File: src/rtl/reg_ctrl_pkg.sv
// Shared command codes, FSM state encoding and helpers
// for the byte-stream register-file controller.
package reg_ctrl_pkg;

  localparam logic [7:0] CMD_WR = 8'hAA;
  localparam logic [7:0] CMD_RD = 8'hBB;

  typedef enum logic [3:0] {
    IDLE,
    WR_ADDR,
    WR_DLO,
    WR_DHI,
    WR_EXEC,
    RD_ADDR,
    RD_EXEC,
    RD_WAIT,
    TX_LO,
    TX_HI
  } state_e;

  function automatic logic addr_ok(
    input logic [7:0]  b,
    input int unsigned aw
  );
    return (b >> aw) == 8'd0;
  endfunction

endpackage

File: src/rtl/frame_timer.sv
// Inter-byte timeout: counts enabled idle cycles,
// flags the TMO_CYC-th one; a clear in that cycle wins.
module frame_timer #(
  parameter int TMO_CYC = 1000
) (
  input  logic clk,
  input  logic rst,
  input  logic clear,
  input  logic enable,
  output logic expired
);

  localparam int CW = $clog2(TMO_CYC + 1);
  localparam logic [CW:0] LIMIT = (CW + 1)'(TMO_CYC);

  logic [CW-1:0] cnt_q, cnt_d;
  logic [CW:0]   nxt;

  always_comb begin
    nxt     = {1'b0, cnt_q} + 1'b1;
    expired = enable && !clear && (nxt == LIMIT);
    cnt_d   = nxt[CW-1:0];
    if (clear || !enable || expired) begin
      cnt_d = '0;
    end
  end

  always_ff @(posedge clk) begin
    if (rst) begin
      cnt_q <= '0;
    end else begin
      cnt_q <= cnt_d;
    end
  end

endmodule

File: src/rtl/reg_file_ctrl.sv
// Byte-command front end for a register file: parses
// write/read frames and streams read data back.
module reg_file_ctrl
  import reg_ctrl_pkg::*;
#(
  parameter int ADDR_W  = 4,
  parameter int TMO_CYC = 1000
) (
  input  logic              CLK,
  input  logic              RST,
  input  logic [7:0]        RX_P_DATA,
  input  logic              RX_D_VLD,
  output logic              WrEn,
  output logic              RdEn,
  output logic [ADDR_W-1:0] Address,
  output logic [15:0]       WrData,
  input  logic [15:0]       RdData,
  output logic [7:0]        TX_P_DATA,
  output logic              TX_D_VLD,
  input  logic              TX_RDY,
  output logic              CMD_ERR
);

  state_e            state_q, state_d;
  logic              wr_en_q, wr_en_d;
  logic              rd_en_q, rd_en_d;
  logic [ADDR_W-1:0] addr_q, addr_d;
  logic [15:0]       wdata_q, wdata_d;
  logic [15:0]       hold_q, hold_d;
  logic [7:0]        tx_data_q, tx_data_d;
  logic              tx_vld_q, tx_vld_d;
  logic              err_q, err_d;

  logic vld;
  logic a_ok;
  logic is_cmd;
  logic tmr_en;
  logic tmo;

  assign vld    = RX_D_VLD;
  assign a_ok   = addr_ok(RX_P_DATA, ADDR_W);
  assign is_cmd = (RX_P_DATA == CMD_WR) ||
                  (RX_P_DATA == CMD_RD);
  assign tmr_en = (state_q == WR_ADDR) ||
                  (state_q == WR_DLO)  ||
                  (state_q == WR_DHI)  ||
                  (state_q == RD_ADDR);

  frame_timer #(
    .TMO_CYC (TMO_CYC)
  ) u_timer (
    .clk     (CLK),
    .rst     (RST),
    .clear   (vld),
    .enable  (tmr_en),
    .expired (tmo)
  );

  always_ff @(posedge CLK) begin
    if (RST) begin
      state_q   <= IDLE;
      wr_en_q   <= 1'b0;
      rd_en_q   <= 1'b0;
      addr_q    <= '0;
      wdata_q   <= '0;
      hold_q    <= '0;
      tx_data_q <= '0;
      tx_vld_q  <= 1'b0;
      err_q     <= 1'b0;
    end else begin
      state_q   <= state_d;
      wr_en_q   <= wr_en_d;
      rd_en_q   <= rd_en_d;
      addr_q    <= addr_d;
      wdata_q   <= wdata_d;
      hold_q    <= hold_d;
      tx_data_q <= tx_data_d;
      tx_vld_q  <= tx_vld_d;
      err_q     <= err_d;
    end
  end

  always_comb begin
    state_d = state_q;
    unique case (state_q)
      IDLE: begin
        if (vld && RX_P_DATA == CMD_WR) state_d = WR_ADDR;
        else if (vld && RX_P_DATA == CMD_RD) state_d = RD_ADDR;
      end
      WR_ADDR: begin
        if (vld) state_d = a_ok ? WR_DLO : IDLE;
        else if (tmo) state_d = IDLE;
      end
      WR_DLO: begin
        if (vld) state_d = WR_DHI;
        else if (tmo) state_d = IDLE;
      end
      WR_DHI: begin
        if (vld) state_d = WR_EXEC;
        else if (tmo) state_d = IDLE;
      end
      WR_EXEC: state_d = IDLE;
      RD_ADDR: begin
        if (vld) state_d = a_ok ? RD_EXEC : IDLE;
        else if (tmo) state_d = IDLE;
      end
      RD_EXEC: state_d = RD_WAIT;
      RD_WAIT: state_d = TX_LO;
      TX_LO:   if (TX_RDY) state_d = TX_HI;
      TX_HI:   if (TX_RDY) state_d = IDLE;
      default: state_d = IDLE;
    endcase
  end

  always_comb begin
    wr_en_d   = 1'b0;
    rd_en_d   = 1'b0;
    err_d     = 1'b0;
    addr_d    = addr_q;
    wdata_d   = wdata_q;
    hold_d    = hold_q;
    tx_data_d = tx_data_q;
    tx_vld_d  = tx_vld_q;
    unique case (state_q)
      IDLE: err_d = vld && !is_cmd;
      WR_ADDR, RD_ADDR: begin
        if (vld && a_ok) begin
          addr_d  = RX_P_DATA[ADDR_W-1:0];
          rd_en_d = (state_q == RD_ADDR);
        end
        err_d = vld ? !a_ok : tmo;
      end
      WR_DLO: begin
        if (vld) wdata_d[7:0] = RX_P_DATA;
        err_d = !vld && tmo;
      end
      WR_DHI: begin
        if (vld) wdata_d[15:8] = RX_P_DATA;
        wr_en_d = vld;
        err_d   = !vld && tmo;
      end
      RD_WAIT: begin
        // Low byte goes straight out; hold keeps the high byte.
        hold_d    = RdData;
        tx_data_d = RdData[7:0];
        tx_vld_d  = 1'b1;
        err_d     = vld;
      end
      TX_LO: begin
        if (TX_RDY) tx_data_d = hold_q[15:8];
        err_d = vld;
      end
      TX_HI: begin
        if (TX_RDY) tx_vld_d = 1'b0;
        err_d = vld;
      end
      WR_EXEC, RD_EXEC: err_d = vld;
      default: err_d = 1'b0;
    endcase
  end

  assign WrEn      = wr_en_q;
  assign RdEn      = rd_en_q;
  assign Address   = addr_q;
  assign WrData    = wdata_q;
  assign TX_P_DATA = tx_data_q;
  assign TX_D_VLD  = tx_vld_q;
  assign CMD_ERR   = err_q;

endmodule

File: config.mk
export PLATFORM = sky130hd
export DESIGN_NAME = reg_file_ctrl
export DESIGN_NICKNAME = d
export VERILOG_FILES = /design/src/rtl/reg_ctrl_pkg.sv /design/src/rtl/frame_timer.sv /design/src/rtl/reg_file_ctrl.sv
export SDC_FILE = /design/constraint.sdc
export NUM_CORES = 1
export LEC_CHECK = 0
export CAP_MARGIN = 40
export CORE_MARGIN = 4
export CORE_UTILIZATION = 44
export DETAILED_ROUTE_END_ITERATION = 7
export HOLD_SLACK_MARGIN = 0.02
export PLACE_DENSITY_LB_ADDON = 0.25
export REMOVE_ABC_BUFFERS = 1
export SLEW_MARGIN = 5
export SYNTH_ARGS = -nofsm -noshare
export SYNTH_HDL_FRONTEND = slang
export SYNTH_SLANG_ARGS = --single-unit
File: constraint.sdc
create_clock -name CLK -period 1.85 [get_ports CLK]
set_clock_uncertainty 0.1 [all_clocks]
set_input_delay 0.2775 -clock CLK [delete_from_list [all_inputs] [get_ports CLK]]
set_output_delay 0.2775 -clock CLK [all_outputs]
set_load 0.02 [all_outputs]
==> results of run 1 <==
-- worst paths after layout --
kind                            slack [ps]  cells after the start                          end                        start
worst min register to register         360                      2      hold_q[11]$_SDFFE_PP0P_      hold_q[11]$_SDFFE_PP0P_
worst min-delay path                   360                      2      hold_q[11]$_SDFFE_PP0P_      hold_q[11]$_SDFFE_PP0P_
worst max register to register          30                      7  u_timer.cnt_q[6]$_SDFF_PP0_  u_timer.cnt_q[1]$_SDFF_PP0_
worst max-delay path                    30                      7  u_timer.cnt_q[6]$_SDFF_PP0_  u_timer.cnt_q[1]$_SDFF_PP0_
-- power breakdown --
group	switching (mW)	total (mW)	internal, mW
Sequential	0.0450	1.23	1.19
Clock	0.377	0.783	0.406
Combinational	0.183	0.375	0.192
Total	0.605	2.39	1.78
-- flip-flops by register name, indices dropped and copies added (netlist names) --
| signal | cells |
|---|---|
| CMD_ERR | 1 |
| TX_D_VLD | 1 |
| TX_P_DATA | 8 |
| u_timer.cnt_q | 10 |
| WrEn | 1 |
| WrData | 16 |
| Address | 4 |
| RdEn | 1 |
| hold_q | 8 |
| state_q | 4 |
-- worst min-delay path, cell delays in order (launching register included) --
cell and delay, ps:
dfxtp_1 320, nand2_1 50, a21oi_1 50
-- timing repair --
action,4_1_cts,5_1_grt
endpoints found under the setup margin,14,13
hold buffers,0,0
pin swaps,4,6
buffers inserted,1,3
gates cloned,0,0
resized for setup,9,9
-- cells in the final DEF (no fill, tap or decap), drive strengths merged, types with 3 or more instances in the layout --
master / Yosys / final
nor2: 48 / 48
clkdlybuf4s50: 0 / 59
nand2b: 4 / 4
nand2: 28 / 28
a211oi: 9 / 9
xor2: 5 / 5
clkbuf: 7 / 7
mux2i: 28 / 28
nand4: 3 / 3
nand3: 10 / 10
or3: 3 / 3
nor2b: 5 / 5
o21ai: 7 / 7
dfxtp: 54 / 54
a21oi: 13 / 13
xnor2: 6 / 6
buf: 10 / 36
-- kinds of logic (layout without fill, tap and decap cells) --
group,after synthesis,count (layout),share of synthesized area (%)
compound gates,40,40,11.1
mux,28,28,11.8
flops,54,54,45.5
xor+xnor,11,11,4.05
fa+ha+maj,2,2,1.05
simple gates,111,111,22.3
buf+inv,19,105,4.26
-- routing by layer --
metal	share of wire, %	routed length, um
met3	6.3	370
met4	1.2	72
met1	46	2670
met5	0	0
met2	47	2730
-- per-stage QoR --
step / TNS, ps / cell area, sq um / instances
floorplan: -2270 / 2280 / 248
global placement: -613 / 3220 / 410
detailed placement: -1280 / 3220 / 410
CTS: 0 / 3370 / 419
global route: -480 / 3430 / 421
finish: 0 / 3430 / 421
-- area by class of cell --
type / count / area (sq um)
inverters: 2 / 7.51
multi-input cells: 192 / 1260
repair buffers: 95 / 881
clock inverters: 1 / 30.0
clock buffers: 7 / 76.3
well taps: 70 / 87.6
fillers: 404 / 1740
flip-flops and latches: 54 / 1080
==> impl_metrics.ini, run 1 <==
[logic_synthesis]
syn_area_sq_mm = 0.00238
synth.most_common_cell = dfxtp_1
synth_edf_count = 0
postSynthCellCount = 265
ys_top_cells_by_count = 54 x dfxtp_1, 48 x nor2_1, 28 x mux2i_1
avgSynthCellArea_sq_um = 8.97
ys.warnings.count = 0
yosysUniqueCellTypes = 42
synthArstFlopShare_pct = 0
ys.flop_type = dfxtp_1
ys_ff_latch = 54
synth_area_leaders = dfxtp_1 45%, mux2i_1 12%, nor2_1 7.6%
synth_top_area_share_pct = 45.5
ys_seq_area_share_pct = 45.5
synth.largest_area_cell = dfxtp_1

[worst_setup_path]
crit_path_end_kind = flip-flop
path_class = reg -> reg
crit_path_cell_trace = ha_4 -> nand2_4 -> or3_4 -> a211oi_4 -> a311o_1 -> buf_6 -> a21oi_1
path_buf_inv = 1
arrival_ps = 1900
path_max_fanout = 5
crit_path_start_kind = flip-flop
crit_family = compound AO/OA/AOI/OAI gates
max_stage_delay_ps = 360
slowest_stage = dfxtp_2
critPathRequiredTime_ps = 1930

[global_route]
use_met1_pct = 23.3
antenna_found_initial = 0
grt_max_degree = 26
grt.overflow.total = 0
grt_pass1_vias = 2071
use_met2_pct = 31.1
track_usage_pct = 18.3
top_usage_layer = met2
grt_pass1_wl_um = 9630
gr-usage-met3_pct = 4.50

[sta]
rsz0062_at_grt = yes
fin_crit_ps = 1820
worstMarginPinSlew_ps = 450
hold_slack_ps = 359
fmax_mhz = 549
setup_viol = 0
hold_viol = 0
fin_ws_ps = 29.0
slew_viol_final = 0
post-route-period-util_pct = 98.4
slew_headroom_pct = 70.0

[route]
postRouteAntennaNets = 0
vias_per_cell = 5.07
wl_per_cell_um = 13.9
vias = 2135
drt-initial-drc-count = 102
drtPass1Iterations = 4
wl_um = 5850
drc_errors = 0

[cells_and_area]
diodes = 0
utilization_pct = 66.3
layout-drive-gt1-share_pct = 16.8
fin_nets = 380
syn_to_final_growth_pct = 44.3

[worst_hold_path]
hold_path_class = reg -> reg

[floorplan]
fp.dieH_um = 81.5
fp.coreArea_sq_mm = 0.00517
die-area_sq_mm = 0.00664
io_pins = 60
start_util_pct = 46.0
die_w_um = 81.5
rows = 26

[power_and_ir_drop]
ir_drop_mv = 0.372
power.total_mw = 2.39
powerDensity_mw_per_mm2 = 696
leakage_nw = 1.32

[clocking]
clockBufferDepth = 2
clkSinkCount = 54
worstSkewPairLatency_ps = 300
h-tree-depth = 2
cts-root-buf = clkbuf_8
clkTransAtPathRegs_ps = 90
numCtsBuffers = 5
cts_tree = done

[placed_design]
routabilityCongestion = 0.916
io_buffer_count = 59
pre_cts_ws_ps = -129
place_hpwl_um = 4150

[flow_run]
drv_cap = 0

[outcome]
status = finished clean
Power figures use the tool's default switching activity.
==> run 2: changes to the inputs <==
clock period = 1.56 ns   (was 1.85 ns; I/O delays follow)
==> impl_metrics.ini, run 2 (synthesized netlist as in run 1, its figures left out) <==
[cells_and_area]
stdcell_count = 445
layout_common_cells = 52 x buf_4, 47 x dfxtp_1, 42 x nor2_1
largest_reg_flops = 16
final_area_sq_mm = 0.00362
diodes = 0
layout-drive-gt1-share_pct = 27.2
fin_nets = 405
layout_commonest_cell = buf_4
n_fill_cell = 421
syn_to_final_growth_pct = 52.4

[sta]
post-route-period-util_pct = 114
fin_crit_ps = 1770
fmax_mhz = 565
slew_headroom_pct = 72.6
hold_viol = 0
fin_ws_ps = -211
setup_viol = 14
slew_viol_final = 0
worstMarginPinSlew_ps = 412
rsz0062_at_grt = yes

[worst_setup_path]
max_stage_delay_ps = 370
path_buf_inv = 1
crit_path_end_kind = flip-flop
crit_path_cell_trace = ha_4 -> nand2_4 -> or3_4 -> a211oi_2 -> a311o_1 -> buf_6 -> a21oi_2
arrival_ps = 1870
path_class = reg -> reg
crit_family = compound AO/OA/AOI/OAI gates
crit_path_start_kind = flip-flop
slowest_stage = dfxtp_2
critPathRequiredTime_ps = 1660
path_max_fanout = 5

[power_and_ir_drop]
power.total_mw = 2.77
ir_drop_mv = 0.488
leakage_nw = 1.65
powerDensity_mw_per_mm2 = 765

[route]
postRouteAntennaNets = 0
vias_per_cell = 5.15
drc_errors = 0
drt-initial-drc-count = 111
vias = 2291
wl_per_cell_um = 14.2
drtPass1Iterations = 4
wl_um = 6310

[placed_design]
routabilityCongestion = 0.868
placedCellCount = 432
io_buffer_count = 59
placed_area_sq_mm = 0.00339
place_hpwl_um = 4490

[outcome]
status = finished, violations left
failed_checks = setup timing

[clocking]
numCtsBuffers = 5
hold_buffers = 0
h-tree-depth = 2
clockBufferDepth = 2
cts-root-buf = clkbuf_8
cts_tree = done
clkSinkCount = 54
clkTransAtPathRegs_ps = 90
worstSkewPairLatency_ps = 300

[global_route]
grt_pass1_vias = 2219
grt_max_degree = 40
antenna_found_initial = 0
track_usage_pct = 19.6
grt_pass1_wl_um = 10200
grt.overflow.total = 0

[floorplan]
rows = 26
io_pins = 60
die_w_um = 81.5
fp.dieH_um = 81.5
fp.coreArea_sq_mm = 0.00517
start_util_pct = 46.0
die-area_sq_mm = 0.00664

[worst_hold_path]
hold_path_class = in -> reg

[flow_run]
drv_cap = 0
[run 2: changes by cell type in the layout (fill, tap and decap cells not counted), moves of 3 or more]
cell             previous run  this run
mux2i_2                     0         3
buf_4                      33        52
dfxtp_1                    52        47
dlygate4sd2_1               0        31
clkdlybuf4s50_1            59        26
dfxtp_2                     2         7
a211oi_2                    0         3
nor2_1                     45        42
nor2_2                      2         6
buf_6                       2         7
mux2i_1                    28        25
[run 2: timing repair]
item,CTS,global route
endpoints found under the setup margin,56,42
resized for setup,47,27
cloned,0,1
buffers inserted,1,4
pin swaps,13,13
[run 2: stage by stage]
step	hold WS [ps]	TNS, ps	worst slack, ps	utilization (%)
global placement	342	-8550	-359	65.5
detailed placement	348	-9860	-385	65.5
floorplan	203	-8930	-496	-
CTS	361	-2820	-231	67.7
global route	268	-4100	-310	70.0
finish	234	-2680	-211	70.0
[run 2: path summary, 6_finish.rpt]
check	start	end	slack, ps	cells after the start
worst min-delay path	RX_P_DATA[5]	WrData[5]$_SDFFE_PP0P_	230	4
worst min register to register	hold_q[8]$_SDFFE_PP0P_	hold_q[8]$_SDFFE_PP0P_	360	2
worst max register to register	u_timer.cnt_q[1]$_SDFF_PP0_	u_timer.cnt_q[6]$_SDFF_PP0_	-210	7
worst max-delay path	u_timer.cnt_q[1]$_SDFF_PP0_	u_timer.cnt_q[6]$_SDFF_PP0_	-210	7
[run 2: where the power goes]
part	leakage (nW)	internal (mW)	total (mW)	switching, mW
registers	0.439	1.41	1.43	0.0220
logic	1.17	0.290	0.569	0.279
clock network	0.0444	0.311	0.770	0.459
total	1.65	2.01	2.77	0.760
[run 2: cell type report]
cell class,instances,area [sq um],area share [%]
sequential,54,1090,30.1
inverter,2,7.51,0.207
clock buffer,5,68.8,1.90
clock inverter,2,13.8,0.380
multi-input combinational,193,1310,36.1
tap,70,87.6,2.42
timing repair buffer,119,1050,28.9
[run 2: worst register-to-register path: stages, from the launching register on]
cell and delay [ps]:
dfxtp_2 370, ha_4 160, nand2_4 50, or3_4 330, a211oi_2 220, a311o_1 260
buf_6 140, a21oi_2 30
[run 2: routing by layer]
metal	vias up	part of all wire (%)	GRT usage, %
met1	1072	43	24.9
met5	-	0	0
li1	1129	-	-
met4	0	2.0	6.25
met2	78	48	32.2
met3	12	6.8	5.26
==> run 3: changes to the inputs <==
CAP_MARGIN = unset   (was 40)
CORE_UTILIZATION = 56   (was 44)
DONT_BUFFER_PORTS = 1   (was unset)
==> impl_metrics.ini, run 3 (synthesized netlist as in run 1, its figures left out) <==
[worst_setup_path]
path_max_fanout = 5
crit_family = compound AO/OA/AOI/OAI gates
critPathRequiredTime_ps = 1660
crit_path_end_kind = flip-flop
arrival_ps = 1890
crit_path_cell_trace = ha_4 -> nand2_4 -> or3_4 -> a211oi_2 -> a311o_1 -> buf_6 -> nor2_1
path_class = reg -> reg
path_buf_inv = 1
max_stage_delay_ps = 360
crit_path_start_kind = flip-flop
slowest_stage = dfxtp_2

[outcome]
status = finished, violations left
failed_checks = setup timing

[cells_and_area]
layout_commonest_cell = dfxtp_1
syn_to_final_growth_pct = 27.8
utilization_pct = 74.9
diodes = 0
largest_reg_flops = 16
layout-drive-gt1-share_pct = 24.6
layout_common_cells = 47 x dfxtp_1, 42 x nor2_1, 31 x buf_4
fin_nets = 339
n_fill_cell = 283

[sta]
post-route-period-util_pct = 115
fin_ws_ps = -230
hold_viol = 0
slew_viol_final = 0
rsz0062_at_grt = yes
fin_crit_ps = 1790
hold_slack_ps = 26.0
slew_headroom_pct = 77.2
fmax_mhz = 559
setup_viol = 14
worstMarginPinSlew_ps = 342
tns_ps = -2720

[route]
wl_um = 5670
drtPass1Iterations = 4
wl_per_cell_um = 15.8
vias_per_cell = 5.63
drt-initial-drc-count = 94
drc_errors = 0
postRouteAntennaNets = 0
vias = 2021

[global_route]
track_usage_pct = 21.0
use_met2_pct = 35.2
top_usage_layer = met2
grt_max_degree = 42
gr-usage-met3_pct = 7.99
grt_pass1_vias = 1913
grt_pass1_wl_um = 8760
antenna_found_initial = 0
use_met1_pct = 25.0
grt.overflow.total = 0

[floorplan]
rows = 23
fp.dieH_um = 73.2
fp.coreArea_sq_mm = 0.00406
start_util_pct = 58.6
io_pins = 60
die-area_sq_mm = 0.00535
die_w_um = 73.2

[clocking]
h-tree-depth = 2
numCtsBuffers = 5
clkTransAtPathRegs_ps = 90
worstSkewPairLatency_ps = 300
cts-root-buf = clkbuf_8
clockBufferDepth = 2
cts_tree = done
clkSinkCount = 54

[power_and_ir_drop]
intPower_mw = 1.94
p_comb_share_pct = 15.9
p_sw_share_pct = 26.2
clkPwrFrac_pct = 27.9
sequentialPowerShare_pct = 56.2
ir_drop_mv = 0.502
leakage_nw = 1.21
powerDensity_mw_per_mm2 = 864
power.switching_mw = 0.688

[worst_hold_path]
hold_path_class = in -> reg

[placed_design]
routabilityCongestion = 0.855
pre_cts_ws_ps = -336
place_hpwl_um = 3590
io_buffer_count = 0

[flow_run]
drv_cap = 0
-- run 3: per-stage QoR --
| step | std cells | area, sq um | power [mW] |
|---|---|---|---|
| 2_1_floorplan | 248 | 2280 | 1.69 |
| 3_3_place_gp | 327 | 2590 | 1.82 |
| 3_5_place_dp | 327 | 2590 | 1.82 |
| 4_1_cts | 354 | 2910 | 2.61 |
| 5_1_grt | 359 | 3040 | 2.72 |
| 6_report | 359 | 3040 | 2.63 |
-- run 3: area by class of cell --
class	instances	area [sq um]	area share (%)
Tap cell	50	62.6	2.06
Clock buffer	6	72.6	2.39
Inverter	2	7.51	0.247
Multi-Input combinational cell	193	1310	43.0
Clock inverter	1	7.51	0.247
Sequential cell	54	1090	36.0
Timing Repair Buffer	53	487	16.0
-- run 3: final timing paths --
path,cells past startpoint,endpoint,start,slack (ps)
worst max-delay path,7,u_timer.cnt_q[7]$_SDFF_PP0_,u_timer.cnt_q[1]$_SDFF_PP0_,-230
worst min-delay path,2,WrData[12]$_SDFFE_PP0P_,RX_P_DATA[4],30
worst max register to register,7,u_timer.cnt_q[7]$_SDFF_PP0_,u_timer.cnt_q[1]$_SDFF_PP0_,-230
worst min register to register,2,hold_q[12]$_SDFFE_PP0P_,hold_q[12]$_SDFFE_PP0P_,360
-- run 3: routing by layer --
layer	share of wire [%]	up-vias
li1	-	1002
met1	42	940
met2	48	67
met3	8.2	12
met4	1.6	0
met5	0	-
-- run 3: repair_timing --
item                                    CTS  global route
pin swaps                                12             6
hold endpoints to repair                 41             0
endpoints found under the setup margin   16            37
setup buffers                             3             4
resized for setup                        14            24
gates cloned                              0             1
hold buffers                             17             0
-- run 3: power by group through the flow --
stage               logic, mW  registers, mW  clock network, mW
floorplan               0.187           1.50                  0
global placement        0.328           1.49                  0
detailed placement      0.332           1.49                  0
CTS                     0.396           1.46              0.753
global route            0.452           1.48              0.789
finish                  0.418           1.48              0.732
